File: src/rtl/div_pkg.sv
// Shared constants and state encoding for the shared-divider controller.
package div_pkg;

    localparam int DATA_W = 16;

    localparam logic [1:0] ST_OK = 2'b00;
    localparam logic [1:0] ST_DZ = 2'b01;
    localparam logic [1:0] ST_TO = 2'b10;

    localparam logic [DATA_W-1:0] DZ_POS = 16'h7FFF;
    localparam logic [DATA_W-1:0] DZ_NEG = 16'h8000;

    typedef enum logic [1:0] {
        S_IDLE  = 2'd0,
        S_ISSUE = 2'd1,
        S_WAIT  = 2'd2,
        S_RESP  = 2'd3
    } state_t;

endpackage

File: src/rtl/rr_arbiter.sv
// Combinational round-robin arbiter: searches last+1, last+2, ... modulo N.
module rr_arbiter #(
    parameter int N    = 4,
    parameter int ID_W = 2
) (
    input  logic [N-1:0]    req,
    input  logic [ID_W-1:0] last,
    output logic [N-1:0]    grant,
    output logic [ID_W-1:0] grant_idx,
    output logic            any
);

    logic [ID_W-1:0] w_shift;
    logic [N-1:0]    w_rot;
    logic [N-1:0]    w_first;

    // Rotate so the highest-priority requester sits at bit 0, pick lowest, rotate back.
    assign w_shift = (last == ID_W'(N - 1)) ? '0 : last + 1'b1;
    assign w_rot   = N'({req, req} >> w_shift);

    genvar gi, gb;
    generate
        for (gi = 0; gi < N; gi++) begin : g_first
            if (gi == 0) begin : g_lsb
                assign w_first[gi] = w_rot[gi];
            end else begin : g_rest
                assign w_first[gi] = w_rot[gi] & ~(|w_rot[gi-1:0]);
            end
        end
    endgenerate

    assign grant = N'(({w_first, w_first} << w_shift) >> N);
    assign any   = |req;

    generate
        for (gb = 0; gb < ID_W; gb++) begin : g_enc
            logic [N-1:0] w_mask;
            for (gi = 0; gi < N; gi++) begin : g_mask
                assign w_mask[gi] = 1'(gi >> gb);
            end
            assign grant_idx[gb] = |(grant & w_mask);
        end
    endgenerate

endmodule

File: src/rtl/div_share_ctrl.sv
// Shares one sequential divider among N requesters with round-robin arbitration,
// divide-by-zero short-circuit and a watchdog on divider completion.
module div_share_ctrl
    import div_pkg::*;
#(
    parameter int N       = 4,
    parameter int ID_W    = 2,
    parameter int TIMEOUT = 32
) (
    input  logic                  clk,
    input  logic                  reset,
    input  logic [N-1:0]          req_valid,
    output logic [N-1:0]          req_ready,
    input  logic [N*DATA_W-1:0]   req_num,
    input  logic [N*DATA_W-1:0]   req_den,
    output logic                  resp_valid,
    input  logic                  resp_ready,
    output logic [ID_W-1:0]       resp_id,
    output logic [DATA_W-1:0]     resp_quotient,
    output logic [1:0]            resp_status,
    output logic                  div_start,
    output logic [DATA_W-1:0]     div_numerator,
    output logic [DATA_W-1:0]     div_denominator,
    input  logic [DATA_W-1:0]     div_quotient,
    input  logic                  div_done
);

    localparam int CNT_W = $clog2(TIMEOUT + 1);

    logic [DATA_W-1:0] w_num_arr [N];
    logic [DATA_W-1:0] w_den_arr [N];
    logic [N-1:0]      w_grant;
    logic [ID_W-1:0]   w_gidx;
    logic              w_any;
    logic [DATA_W-1:0] w_num;
    logic [DATA_W-1:0] w_den;

    state_t            r_state;
    logic [ID_W-1:0]   r_last;
    logic [ID_W-1:0]   r_id;
    logic [DATA_W-1:0] r_quot;
    logic [1:0]        r_status;
    logic              r_resp_valid;
    logic              r_div_start;
    logic [DATA_W-1:0] r_div_num;
    logic [DATA_W-1:0] r_div_den;
    logic [CNT_W-1:0]  r_cnt;

    genvar gi;
    generate
        for (gi = 0; gi < N; gi++) begin : g_unpack
            assign w_num_arr[gi] = req_num[gi*DATA_W +: DATA_W];
            assign w_den_arr[gi] = req_den[gi*DATA_W +: DATA_W];
        end
    endgenerate

    rr_arbiter #(
        .N    (N),
        .ID_W (ID_W)
    ) u_arb (
        .req       (req_valid),
        .last      (r_last),
        .grant     (w_grant),
        .grant_idx (w_gidx),
        .any       (w_any)
    );

    assign w_num = w_num_arr[w_gidx];
    assign w_den = w_den_arr[w_gidx];

    // Accept strobe is combinational so the transfer completes in the grant cycle.
    assign req_ready = (r_state == S_IDLE && !reset) ? w_grant : '0;

    always_ff @(posedge clk or posedge reset) begin
        if (reset) begin
            r_state      <= S_IDLE;
            r_last       <= ID_W'(N - 1);
            r_id         <= '0;
            r_quot       <= '0;
            r_status     <= ST_OK;
            r_resp_valid <= 1'b0;
            r_div_start  <= 1'b0;
            r_div_num    <= '0;
            r_div_den    <= '0;
            r_cnt        <= '0;
        end else begin
            case (r_state)
                S_IDLE: begin
                    if (w_any) begin
                        r_id <= w_gidx;
                        if (w_den == '0) begin
                            r_quot       <= w_num[DATA_W-1] ? DZ_NEG : DZ_POS;
                            r_status     <= ST_DZ;
                            r_resp_valid <= 1'b1;
                            r_state      <= S_RESP;
                        end else begin
                            r_div_num   <= w_num;
                            r_div_den   <= w_den;
                            r_div_start <= 1'b1;
                            r_state     <= S_ISSUE;
                        end
                    end
                end
                S_ISSUE: begin
                    r_div_start <= 1'b0;
                    r_cnt       <= '0;
                    r_state     <= S_WAIT;
                end
                S_WAIT: begin
                    // A done arriving on the timeout cycle still counts as success.
                    if (div_done) begin
                        r_quot       <= div_quotient;
                        r_status     <= ST_OK;
                        r_resp_valid <= 1'b1;
                        r_state      <= S_RESP;
                    end else if (r_cnt == CNT_W'(TIMEOUT - 1)) begin
                        r_quot       <= '0;
                        r_status     <= ST_TO;
                        r_resp_valid <= 1'b1;
                        r_state      <= S_RESP;
                    end else begin
                        r_cnt <= r_cnt + 1'b1;
                    end
                end
                S_RESP: begin
                    if (resp_ready) begin
                        r_resp_valid <= 1'b0;
                        r_last       <= r_id;
                        r_state      <= S_IDLE;
                    end
                end
                default: r_state <= S_IDLE;
            endcase
        end
    end

    assign resp_valid      = r_resp_valid;
    assign resp_id         = r_id;
    assign resp_quotient   = r_quot;
    assign resp_status     = r_status;
    assign div_start       = r_div_start;
    assign div_numerator   = r_div_num;
    assign div_denominator = r_div_den;

endmodule

File: config.mk
export PLATFORM = sky130hd
export DESIGN_NAME = div_share_ctrl
export DESIGN_NICKNAME = d
export VERILOG_FILES = /design/src/rtl/div_pkg.sv /design/src/rtl/rr_arbiter.sv /design/src/rtl/div_share_ctrl.sv
export SDC_FILE = /design/constraint.sdc
export NUM_CORES = 1
export LEC_CHECK = 0
export ABC_AREA = 1
export CORE_ASPECT_RATIO = 0.9
export CORE_UTILIZATION = 40
export DETAILED_ROUTE_END_ITERATION = 8
export MAX_ROUTING_LAYER = met4
export PLACE_DENSITY = 0.78
export SLEW_MARGIN = 20
export SYNTH_ARGS = -nofsm -noshare
export SYNTH_HDL_FRONTEND = slang
export SYNTH_SLANG_ARGS = --single-unit
File: constraint.sdc
create_clock -name clk -period 8.1 [get_ports clk]
set_input_delay 1.215 -clock clk [delete_from_list [all_inputs] [get_ports clk]]
set_output_delay 1.215 -clock clk [all_outputs]
set_load 0.01 [all_outputs]
==> run_summary.xml <==
<?xml version="1.0" encoding="UTF-8"?>
<metrics>
  <group name="grt">
    <metric name="grt_util_all_layers" unit="%">25.9</metric>
    <metric name="grt_pass1_vias" unit="">4774</metric>
    <metric name="grt_remaining_overflow" unit="">0</metric>
    <metric name="pin_count_of_the_biggest_net_entering_global_routing" unit="">65</metric>
    <metric name="global_route_wire_length_before_repair" unit="microns">23000</metric>
    <metric name="antenna_found_initial" unit="">0</metric>
  </group>
  <group name="worst_hold_path">
    <metric name="holdPathStages" unit="">2</metric>
    <metric name="min_path_type" unit="">register to register</metric>
  </group>
  <group name="clock_network">
    <metric name="clkSlewWorstSetupHoldPaths" unit="ns">0.05</metric>
    <metric name="postCtsSetupBuffers" unit="">0</metric>
    <metric name="cts_buffer_depth" unit="">2</metric>
    <metric name="cts-resized-gates" unit="">0</metric>
    <metric name="root_buffer" unit="">sky130_fd_sc_hd__clkbuf_16</metric>
    <metric name="cts_tree" unit="">done</metric>
    <metric name="cts.sink_count" unit="">64</metric>
    <metric name="post_cts_hold_buffer_count" unit="">0</metric>
    <metric name="cts-buffers-inserted" unit="">9</metric>
    <metric name="clock_insertion_delay_worst_skew" unit="ns">0.32</metric>
    <metric name="cts-htree-levels" unit="">3</metric>
  </group>
  <group name="synthesis">
    <metric name="netlist-cell-type-count" unit="">33</metric>
    <metric name="synth.ff_latch_count" unit="">64</metric>
    <metric name="ys.warnings.count" unit="">0</metric>
    <metric name="syn-instance-count" unit="">657</metric>
    <metric name="fraction_of_the_mapped_netlist_area_in_simple_logic_gates" unit="%">43.2</metric>
    <metric name="syn-mean-instance-area" unit="sq um">6.80</metric>
    <metric name="synthesis.area" unit="sq mm">0.00447</metric>
    <metric name="synth_compound_gate_area_share" unit="%">7.28</metric>
    <metric name="yosysSeqAreaShare" unit="%">35.9</metric>
    <metric name="share_of_the_synthesized_netlist_area_taken_by_xor_and_xnor_gates" unit="%">0</metric>
    <metric name="yosys.area_share.adder" unit="%">1.96</metric>
    <metric name="synthMuxAreaShare" unit="%">3.78</metric>
    <metric name="synth_nets" unit="">816</metric>
    <metric name="synth_top_family_by_area" unit="">simple AND/OR/NAND/NOR gates</metric>
  </group>
  <group name="sta">
    <metric name="finalMaxSlewViolations" unit="">0</metric>
    <metric name="maxClockFrequency" unit="MHz">195</metric>
    <metric name="worst_slew_pin_slew" unit="ns">0.874</metric>
    <metric name="setup_viol" unit="">0</metric>
    <metric name="finalCritPeriodShare" unit="%">63.3</metric>
    <metric name="max-slew-margin-rel" unit="%">41.7</metric>
    <metric name="rsz0062_at_grt" unit="">no</metric>
    <metric name="final.min_clock_period" unit="ns">5.13</metric>
    <metric name="final-hold-violation-count" unit="">0</metric>
    <metric name="totalNegativeSetupSlack" unit="ns">0</metric>
    <metric name="final.setup_skew" unit="ns">0.00677</metric>
  </group>
  <group name="setup_path">
    <metric name="criticalPathCategory" unit="">primary input to register</metric>
    <metric name="timing.critical_path.from" unit="">req_valid[0]</metric>
    <metric name="worst-path-max-fanout" unit="">50</metric>
    <metric name="number_of_cells_on_the_critical_path" unit="">21</metric>
    <metric name="crit_buf_inv" unit="">4</metric>
    <metric name="cp-end-kind" unit="">register</metric>
    <metric name="worst_path_most_repeated_cell" unit="">sky130_fd_sc_hd__nand2_1</metric>
    <metric name="rr_endpoint" unit="">div_numerator[8]</metric>
    <metric name="required" unit="ns">8.25</metric>
    <metric name="critical_path_arrival" unit="ns">5.28</metric>
    <metric name="series_of_cell_instances_along_the_critical_path" unit="">clkdlybuf4s50_1, inv_1, nand2_1, nand3_1, nand2_2, nand2_1, nand2_1, o21ai_4, buf_4, nand2_1, nand2_1, nand2_2, inv_2, nand2_1, nand2_1, nor2_1, nand2_1, nor2_2, nand2_4, nand2_2, o21ai_0</metric>
    <metric name="critPathSlowestCell" unit="">sky130_fd_sc_hd__nand2_2</metric>
    <metric name="endpoint" unit="">div_numerator[8]</metric>
    <metric name="reg2reg_from" unit="">r_last[0]</metric>
    <metric name="timing.reg2reg.worst_path_depth" unit="">22</metric>
    <metric name="slowest_delay" unit="ns">0.61</metric>
    <metric name="worst_path_dominant_cell_family" unit="">simple AND/OR/NAND/NOR gates</metric>
    <metric name="reg_to_reg_setup_timing_slack" unit="ns">3.32</metric>
    <metric name="timing.critical_path.from_type" unit="">primary input</metric>
  </group>
  <group name="floorplanning">
    <metric name="die-area" unit="sq mm">0.0116</metric>
    <metric name="pin_count" unit="">210</metric>
    <metric name="initial_core_util" unit="%">41.1</metric>
    <metric name="core" unit="sq mm">0.0109</metric>
    <metric name="fp-row-count" unit="">36</metric>
    <metric name="die_w" unit="microns">113</metric>
    <metric name="die_h" unit="microns">102</metric>
  </group>
  <group name="power">
    <metric name="largest_vdd_supply_drop" unit="mV">0.316</metric>
    <metric name="power_per_cell_area" unit="mW/mm^2">521</metric>
    <metric name="total_leakage_power" unit="uW">0.00327</metric>
  </group>
  <group name="placed_design">
    <metric name="dp_hpwl" unit="microns">11300</metric>
    <metric name="place_congestion" unit="">0.891</metric>
    <metric name="number_of_port_buffers" unit="">209</metric>
  </group>
  <group name="routing">
    <metric name="drt_first_iter_violations" unit="">274</metric>
    <metric name="viasPerCell" unit="">5.15</metric>
    <metric name="routed_wirelength" unit="microns">14700</metric>
    <metric name="wl_per_cell" unit="microns">14.7</metric>
    <metric name="routed_antenna_nets" unit="">0</metric>
    <metric name="total_drc_errors_in_the_routed_layout" unit="">0</metric>
    <metric name="firstDrtPassIters" unit="">5</metric>
    <metric name="dr_vias" unit="">5127</metric>
  </group>
  <group name="cells_and_area">
    <metric name="layout.nets" unit="">998</metric>
    <metric name="most-common-layout-cells" unit="">sky130_fd_sc_hd__nand2_1 (263), sky130_fd_sc_hd__clkdlybuf4s50_1 (209), sky130_fd_sc_hd__nand3_1 (121), sky130_fd_sc_hd__dfrtp_1 (62), sky130_fd_sc_hd__o21ai_0 (41)</metric>
    <metric name="postLayoutCoreUtil" unit="%">63.2</metric>
    <metric name="commonest_non_fill_non_tap_cell_in_the_layout" unit="">sky130_fd_sc_hd__nand2_1</metric>
    <metric name="antennaDiodeCount" unit="">0</metric>
    <metric name="post_route_cells_drive_above_1_share" unit="%">8.07</metric>
    <metric name="area_growth_syn_to_layout" unit="%">53.5</metric>
  </group>
  <group name="job">
    <metric name="drv_cap" unit="">0</metric>
  </group>
  <group name="outcome">
    <metric name="outcome" unit="">finished, final reports clean</metric>
  </group>
</metrics>
-- worst reg2reg max path: stages (launching register included) --
cell	delay (ns)
sky130_fd_sc_hd__dfstp_2	0.58
sky130_fd_sc_hd__ha_1	0.23
sky130_fd_sc_hd__inv_1	0.07
sky130_fd_sc_hd__nand2_2	0.23
sky130_fd_sc_hd__nand2_2	0.09
sky130_fd_sc_hd__nand3_1	0.09
sky130_fd_sc_hd__nand2_2	0.09
sky130_fd_sc_hd__nand2_1	0.09
sky130_fd_sc_hd__nand2_1	0.09
sky130_fd_sc_hd__o21ai_4	0.13
sky130_fd_sc_hd__buf_4	0.45
sky130_fd_sc_hd__nand2_1	0.10
sky130_fd_sc_hd__nand2_1	0.11
sky130_fd_sc_hd__nand2_2	0.47
sky130_fd_sc_hd__inv_2	0.44
sky130_fd_sc_hd__nand2_1	0.11
sky130_fd_sc_hd__nand2_1	0.09
sky130_fd_sc_hd__nor2_1	0.05
sky130_fd_sc_hd__nand2_1	0.07
sky130_fd_sc_hd__nor2_2	0.06
sky130_fd_sc_hd__nand2_4	0.18
sky130_fd_sc_hd__nand2_2	0.47
sky130_fd_sc_hd__o21ai_0	0.38
-- through the flow --
stage / worst slack, ns / instance area, sq um / total power (uW) / hold slack, ns / cells
final: 2.97 / 6860 / 3570 / 0.471 / 995
after global routing: 2.46 / 6860 / 3940 / 0.501 / 995
after CTS: 3.01 / 6860 / 3580 / 0.471 / 995
after detailed placement: 2.69 / 6550 / 3180 / 0.459 / 980
after global placement: 2.92 / 6550 / 3100 / 0.455 / 980
after floorplan: 4.25 / 4470 / 2470 / 0.469 / 657
-- sequential cells by signal, summed over array words and instances, names as in the netlist --
signal,count
resp_quotient,16
div_start,1
resp_id,2
resp_status,2
r_state,2
div_numerator,16
r_cnt,6
r_last,2
div_denominator,16
resp_valid,1
-- per-layer routing --
metal	GRT usage (%)	wire, microns	vias up	share of wire [%]
li1	-	-	2511	-
met1	30.6	5970	2403	41
met2	44.1	7300	183	50
met3	4.92	961	30	6.6
met4	9.62	423	0	2.9
met5	-	0	-	0
-- cell type report --
class	instances	area (sq um)
inverters	27	101
multi-input cells	523	2520
well taps	152	190
flip-flops and latches	64	1600
fillers	976	4000
clock buffers	12	267
clock inverters	3	40.0
repair buffers	214	2130
-- cell families (layout without fill, tap and decap cells) --
group / after synthesis / after routing
AO/OA/AOI/OAI: 60 / 60
adder cells (fa/ha/maj): 7 / 7
buffers and inverters: 70 / 256
flip-flops: 64 / 64
multiplexers: 15 / 15
AND/OR/NAND/NOR: 441 / 441
-- how the worst min path moves through the flow --
stage / startpoint / to / slack, ns
after floorplan: r_last[1] / r_last[1] / 0.47
after global placement: resp_quotient[5] / resp_quotient[5] / 0.46
after detailed placement: div_denominator[13] / div_denominator[13] / 0.46
after CTS: div_denominator[13] / div_denominator[13] / 0.47
after global routing: resp_quotient[7] / resp_quotient[7] / 0.50
final: div_denominator[13] / div_denominator[13] / 0.47
-- where the power goes --
group	internal, uW	switching, uW	leakage, uW
combinational	975	1640	0.00232
sequential	486	89.3	0.000796
clock	260	125	0.000154
total	1720	1850	0.00327
-- Yosys cell counts --
cell type / instances / area share (%)
sky130_fd_sc_hd__a21oi_1: 10 / 1.1
sky130_fd_sc_hd__a22o_1: 1 / 0.20
sky130_fd_sc_hd__a31oi_1: 2 / 0.28
sky130_fd_sc_hd__and2_1: 1 / 0.14
sky130_fd_sc_hd__and3_1: 1 / 0.14
sky130_fd_sc_hd__buf_1: 3 / 0.25
sky130_fd_sc_hd__buf_2: 13 / 1.5
sky130_fd_sc_hd__buf_4: 1 / 0.17
sky130_fd_sc_hd__buf_6: 9 / 2.3
sky130_fd_sc_hd__clkbuf_1: 17 / 1.4
sky130_fd_sc_hd__dfrtp_1: 62 / 35
sky130_fd_sc_hd__dfstp_2: 2 / 1.2
sky130_fd_sc_hd__ha_1: 7 / 2.0
sky130_fd_sc_hd__inv_1: 24 / 2.0
sky130_fd_sc_hd__inv_2: 3 / 0.25
sky130_fd_sc_hd__mux2_2: 15 / 3.8
sky130_fd_sc_hd__nand2_1: 263 / 22
sky130_fd_sc_hd__nand2_2: 11 / 1.5
sky130_fd_sc_hd__nand2_4: 2 / 0.50
sky130_fd_sc_hd__nand3_1: 122 / 14
sky130_fd_sc_hd__nand3_2: 4 / 0.90
sky130_fd_sc_hd__nand4_1: 8 / 1.1
sky130_fd_sc_hd__nor2_1: 21 / 1.8
sky130_fd_sc_hd__nor2_2: 2 / 0.28
sky130_fd_sc_hd__nor2_4: 2 / 0.50
sky130_fd_sc_hd__nor3_1: 1 / 0.11
sky130_fd_sc_hd__nor3b_1: 1 / 0.17
sky130_fd_sc_hd__nor4_1: 1 / 0.14
sky130_fd_sc_hd__o21a_1: 1 / 0.17
sky130_fd_sc_hd__o21ai_0: 41 / 4.6
sky130_fd_sc_hd__o21ai_2: 4 / 0.78
sky130_fd_sc_hd__o22ai_1: 1 / 0.14
sky130_fd_sc_hd__or2_2: 1 / 0.14
Power figures use the tool's default switching activity.
